<file path="config.mk">
export PLATFORM = sky130hd
export DESIGN_NAME = tff_count_ctrl
export DESIGN_NICKNAME = d
export VERILOG_FILES = /design/src/rtl/tff_ctrl_pkg.sv /design/src/rtl/tff_cell.sv /design/src/rtl/tff_count_ctrl.sv
export SDC_FILE = /design/constraint.sdc
export NUM_CORES = 1
export LEC_CHECK = 0
export BUFFER_PORTS_ARGS = -buffer_cell sky130_fd_sc_hd__buf_4
export CORE_MARGIN = 1.5
export CORE_UTILIZATION = 25
export DETAILED_ROUTE_END_ITERATION = 10
export PLACE_DENSITY = 0.46
export SKIP_CTS_REPAIR_TIMING = 1
export SLEW_MARGIN = 25
export SYNTH_ARGS = -nofsm -noshare
export SYNTH_HDL_FRONTEND = slang
export SYNTH_SLANG_ARGS = --single-unit
</file>
<file path="constraint.sdc">
create_clock -name CLK -period 5.6 [get_ports CLK]
set_input_delay 0.56 -clock CLK [delete_from_list [all_inputs] [get_ports CLK]]
set_output_delay 0.56 -clock CLK [all_outputs]
set_load 0.01 [all_outputs]
</file>
<file path="src/rtl/tff_ctrl_pkg.sv">
// rtl/tff_ctrl_pkg.sv - shared state encoding and default width for the T flip-flop counter
package tff_ctrl_pkg;

    localparam int DEFAULT_WIDTH = 3;

    typedef enum logic [1:0] {
        ST_IDLE  = 2'd0,
        ST_RUN   = 2'd1,
        ST_PAUSE = 2'd2,
        ST_DONE  = 2'd3
    } state_t;

    // RUN and PAUSE are the two states in which a count is in progress
    function automatic logic is_busy(input state_t s);
        return (s == ST_RUN) || (s == ST_PAUSE);
    endfunction

endpackage

</file>
<file path="src/rtl/tff_cell.sv">
// rtl/tff_cell.sv - single T flip-flop stage with synchronous parallel load
module tff_cell (
    input  logic CLK,
    input  logic RST_N,
    input  logic T,
    input  logic LD,
    input  logic D,
    output logic Q
);

    // Load takes precedence over toggle; the controller never asserts both together
    always_ff @(posedge CLK or negedge RST_N) begin
        if (!RST_N) begin
            Q <= 1'b0;
        end else if (LD) begin
            Q <= D;
        end else if (T) begin
            Q <= ~Q;
        end
    end

endmodule

</file>
<file path="src/rtl/tff_count_ctrl.sv">
// rtl/tff_count_ctrl.sv - up/down T flip-flop counter with run/pause/one-shot control FSM
module tff_count_ctrl
    import tff_ctrl_pkg::*;
#(
    parameter int WIDTH = DEFAULT_WIDTH
) (
    input  logic             CLK,
    input  logic             RST_N,
    input  logic             START,
    input  logic             STOP,
    input  logic             HOLD,
    input  logic             DIR,
    input  logic             ONE_SHOT,
    input  logic             LOAD_EN,
    input  logic [WIDTH-1:0] LOAD_VAL,
    input  logic [WIDTH-1:0] TERM,
    output logic [WIDTH-1:0] Q,
    output logic [WIDTH-1:0] T,
    output logic             BUSY,
    output logic             DONE,
    output logic             WRAP
);

    state_t           state;
    state_t           state_nxt;
    logic             count_en;
    logic             load;
    logic             at_term;
    logic             wrap_hit;
    logic [WIDTH-1:0] run_t;

    assign at_term = ONE_SHOT && (Q == TERM);

    // State register
    always_ff @(posedge CLK or negedge RST_N) begin
        if (!RST_N) begin
            state <= ST_IDLE;
        end else begin
            state <= state_nxt;
        end
    end

    // Next state, count enable and load request; STOP > HOLD > terminal > START
    always_comb begin
        state_nxt = state;
        count_en  = 1'b0;
        load      = 1'b0;
        case (state)
            ST_IDLE: begin
                if (!STOP) begin
                    load = LOAD_EN;
                    if (START && !HOLD) begin
                        state_nxt = ST_RUN;
                    end
                end
            end
            ST_RUN: begin
                if (STOP) begin
                    state_nxt = ST_IDLE;
                end else if (HOLD) begin
                    state_nxt = ST_PAUSE;
                end else if (at_term) begin
                    state_nxt = ST_DONE;
                end else begin
                    count_en = 1'b1;
                end
            end
            ST_PAUSE: begin
                if (STOP) begin
                    state_nxt = ST_IDLE;
                end else if (!HOLD) begin
                    state_nxt = ST_RUN;
                end
            end
            ST_DONE: begin
                state_nxt = ST_IDLE;
            end
            default: begin
                state_nxt = ST_IDLE;
            end
        endcase
    end

    // Stage i flips when every lower stage sits at the carry value (up) or borrow value (down)
    always_comb begin
        logic carry;
        carry = 1'b1;
        run_t = '0;
        for (int i = 0; i < WIDTH; i++) begin
            run_t[i] = carry;
            carry    = carry & (DIR ? ~Q[i] : Q[i]);
        end
    end

    assign T        = count_en ? run_t : '0;
    assign wrap_hit = count_en && (DIR ? (Q == '0) : (&Q));

    // Wrap pulse registered alongside the count edge that crosses the boundary
    always_ff @(posedge CLK or negedge RST_N) begin
        if (!RST_N) begin
            WRAP <= 1'b0;
        end else begin
            WRAP <= wrap_hit;
        end
    end

    assign BUSY = is_busy(state);
    assign DONE = (state == ST_DONE);

    for (genvar i = 0; i < WIDTH; i++) begin : g_stage
        tff_cell u_cell (
            .CLK   (CLK),
            .RST_N (RST_N),
            .T     (T[i]),
            .LD    (load),
            .D     (LOAD_VAL[i]),
            .Q     (Q[i])
        );
    end

endmodule

</file>
==> impl_metrics.yaml <==
global_route:
  grt_overflow: 0
  grt_first_pass_wirelength_mm: 1.518
  grt_pass1_vias: 378
  grt_max_degree: 7
  antenna_found_initial: 0
  grt.total_usage_pct: 10.28
timing:
  hold_viol: 0
  fin_crit_ps: 2555
  postLayoutSetupSlackWorst_ps: 3045
  setup_tns_ps: 0
  drv_slew: 0
  worst_pin_slew_ps: 269.1
  rsz0062_at_grt: "false"
  fmaxAchievable_ghz: 0.3914
  setup_violations: 0
  hold_ws_ps: 111.8
  slew_headroom_pct: 82.06
  finClkSkew_ps: 4.106
  fin_crit_sh_pct: 45.62
clocking:
  cts_tree: "yes"
  clock-sinks: 6
  cts_buffer_depth: 2
  h-tree-depth: 1
  clk_pin_slew_worst_paths_ps: 50
  root_buffer: "clkbuf_4"
  clock_latency_ps: 240
  cts_made_buffers: 3
drt:
  drt-initial-drc-count: 4
  wire_per_inst_um: 9.583
  postRouteAntennaNets: 0
  drtPass1Iterations: 3
  num_vias: 428
  routed_wl_um: 987
  drc: 0
  routed_via_density: 4.155
setup_path:
  path_class: "reg2out"
  cp_max_fo: 6
  path_cells: "inv_1 > ha_1 > or3b_1 > a41o_1 > inv_1 > and2_1 > buf_4"
  critPathCaptureType: "output pin"
  cp_common_cell: "inv_1"
  cpPeakStageDelay_ps: 400
  required_ps: 5040
  critPathLaunchType: "flip-flop"
  crit_buf_inv: 3
  crit_slowest_cell: "dfrtp_1"
  cp.arrival_ps: 1990
  crit_family: "simple AND/OR/NAND/NOR gates"
finish:
  finalNetCount: 97
  antenna_cells: 0
  fin_area_sq_um: 684.4
  drive_above_1_share_pct: 32.89
  layout_common_cells: "buf_4, dfrtp_1, xnor2_1, ha_1"
  syn2layout_area_growth_pct: 34.73
  final_common_cell: "buf_4"
power:
  p_int_uw: 173.8
  vdd_drop_max_mv: 0.1890
  power_frac_comb_pct: 56.6
  p_leak_uw: 0.0003551
  pwr-share-seq_pct: 29.8
  p_sw_uw: 117.4
  p_clk_share_pct: 13.5
  power_density_nw_per_um2: 425.5
  p_sw_share_pct: 40.33
placement:
  gp_congestion: 0.7297
  dp.final_hpwl_um: 827.1
  dpl-instance-area_sq_um: 661.9
  port_buffers: 22
  dp_slack_ps: 3280
synth:
  synth_area_sq_um: 508.0
  synth_nets: 76
  synthArstFlopShare_pct: 100.0
  synth_edf_count: 0
  yosysSeqAreaShare_pct: 29.56
  synth_seq_cells: 6
  synthFlopType: "dfrtp_1"
  syn_avg_cell_area_sq_um: 8.912
  syn_inst: 57
  yosys_warnings: 0
  synth_cell_types: 25
die:
  num_io_pins: 23
  die_h_um: 48.08
  die_w_um: 48.08
  rows: 16
  core_sq_um: 1942
  fp.dieArea_sq_um: 2311
  initial_core_util_pct: 26.16
outcome:
  status: "completed"
min_path:
  min_path_type: "in2async"
job:
  maxCapViolations: 0
## worst register-to-register path, stage by stage (launching register included)
cell and delay [ps]:
dfrtp_1 400, inv_1 120, ha_1 170, or3b_1 380, a41o_1 270, or3_1 350
a31oi_1 190
## layer usage
metal	up-vias	share of wire [%]	track usage, %
met2	13	45	14.40
met5	-	0	0
li1	226	-	-
met3	0	6.2	5.660
met1	189	48	12.10
met4	0	0	6.486
## state kept, by name, indices dropped and copies added, names as in the netlist
| register | flops |
|---|---|
| WRAP | 1 |
| g_stage.u_cell.Q | 3 |
| state | 2 |
## synth_stat cells (2+ instances only)
cell type	n	area, sq um
nand2_1	3	11.26
nor2_1	4	15.01
ha_1	5	62.56
and3_1	2	12.51
o21ai_0	4	20.02
xnor2_1	5	43.79
dfrtp_1	6	150.1
inv_1	4	15.01
buf_4	6	45.04
and2_1	2	12.51
nand2b_1	2	12.51
## per-stage QoR
stage / power, uW / cells / util [%]
3_5_place_dp: 253.3 / 100 / 34.09
2_1_floorplan: 209.3 / 57 / -
6_report: 291.2 / 103 / 35.24
5_1_grt: 323.3 / 103 / 35.24
3_3_place_gp: 260.6 / 100 / 34.09
4_1_cts: 296.4 / 103 / 35.24
## area by class of cell
class / instances / area, sq um
inverter: 4 / 15.01
fill: 211 / 1257
clock buffer: 3 / 22.52
timing repair buffer: 22 / 165.2
multi-input combinational: 41 / 297.8
sequential: 6 / 150.1
tap: 27 / 33.78
## logic make-up after synthesis
logic type,Yosys count,share of synthesized area [%]
xor+xnor,6,10.34
simple gates,19,21.18
buf+inv,10,11.82
mux,1,1.971
flops,6,29.56
compound gates,10,12.81
fa+ha+maj,5,12.32
## power by group through the flow
stage | registers [uW] | logic (uW) | clock network [uW]
after CTS | 87.6 | 168 | 41.2
final | 86.9 | 165 | 39.3
after global routing | 92.3 | 185 | 45.8
after detailed placement | 87.6 | 166 | 0
after floorplan | 82.3 | 127 | 0
after global placement | 88.3 | 172 | 0
## worst paths after layout
| path | from | end | slack (ps) | depth (start not counted) |
|---|---|---|---|---|
| max | state[1] | T[2] | 3050 | 7 |
| min | RST_N | state[1] | 110 | 1 |
| max reg2reg | state[1] | g_stage[1].u_cell.Q | 3630 | 6 |
| min reg2reg | state[1] | state[1] | 650 | 2 |
| max in group asynchronous | RST_N | g_stage[0].u_cell.Q | 5370 | 1 |
| min in group CLK | LOAD_VAL[2] | g_stage[2].u_cell.Q | 530 | 2 |
(Power assumes the default switching activity.)
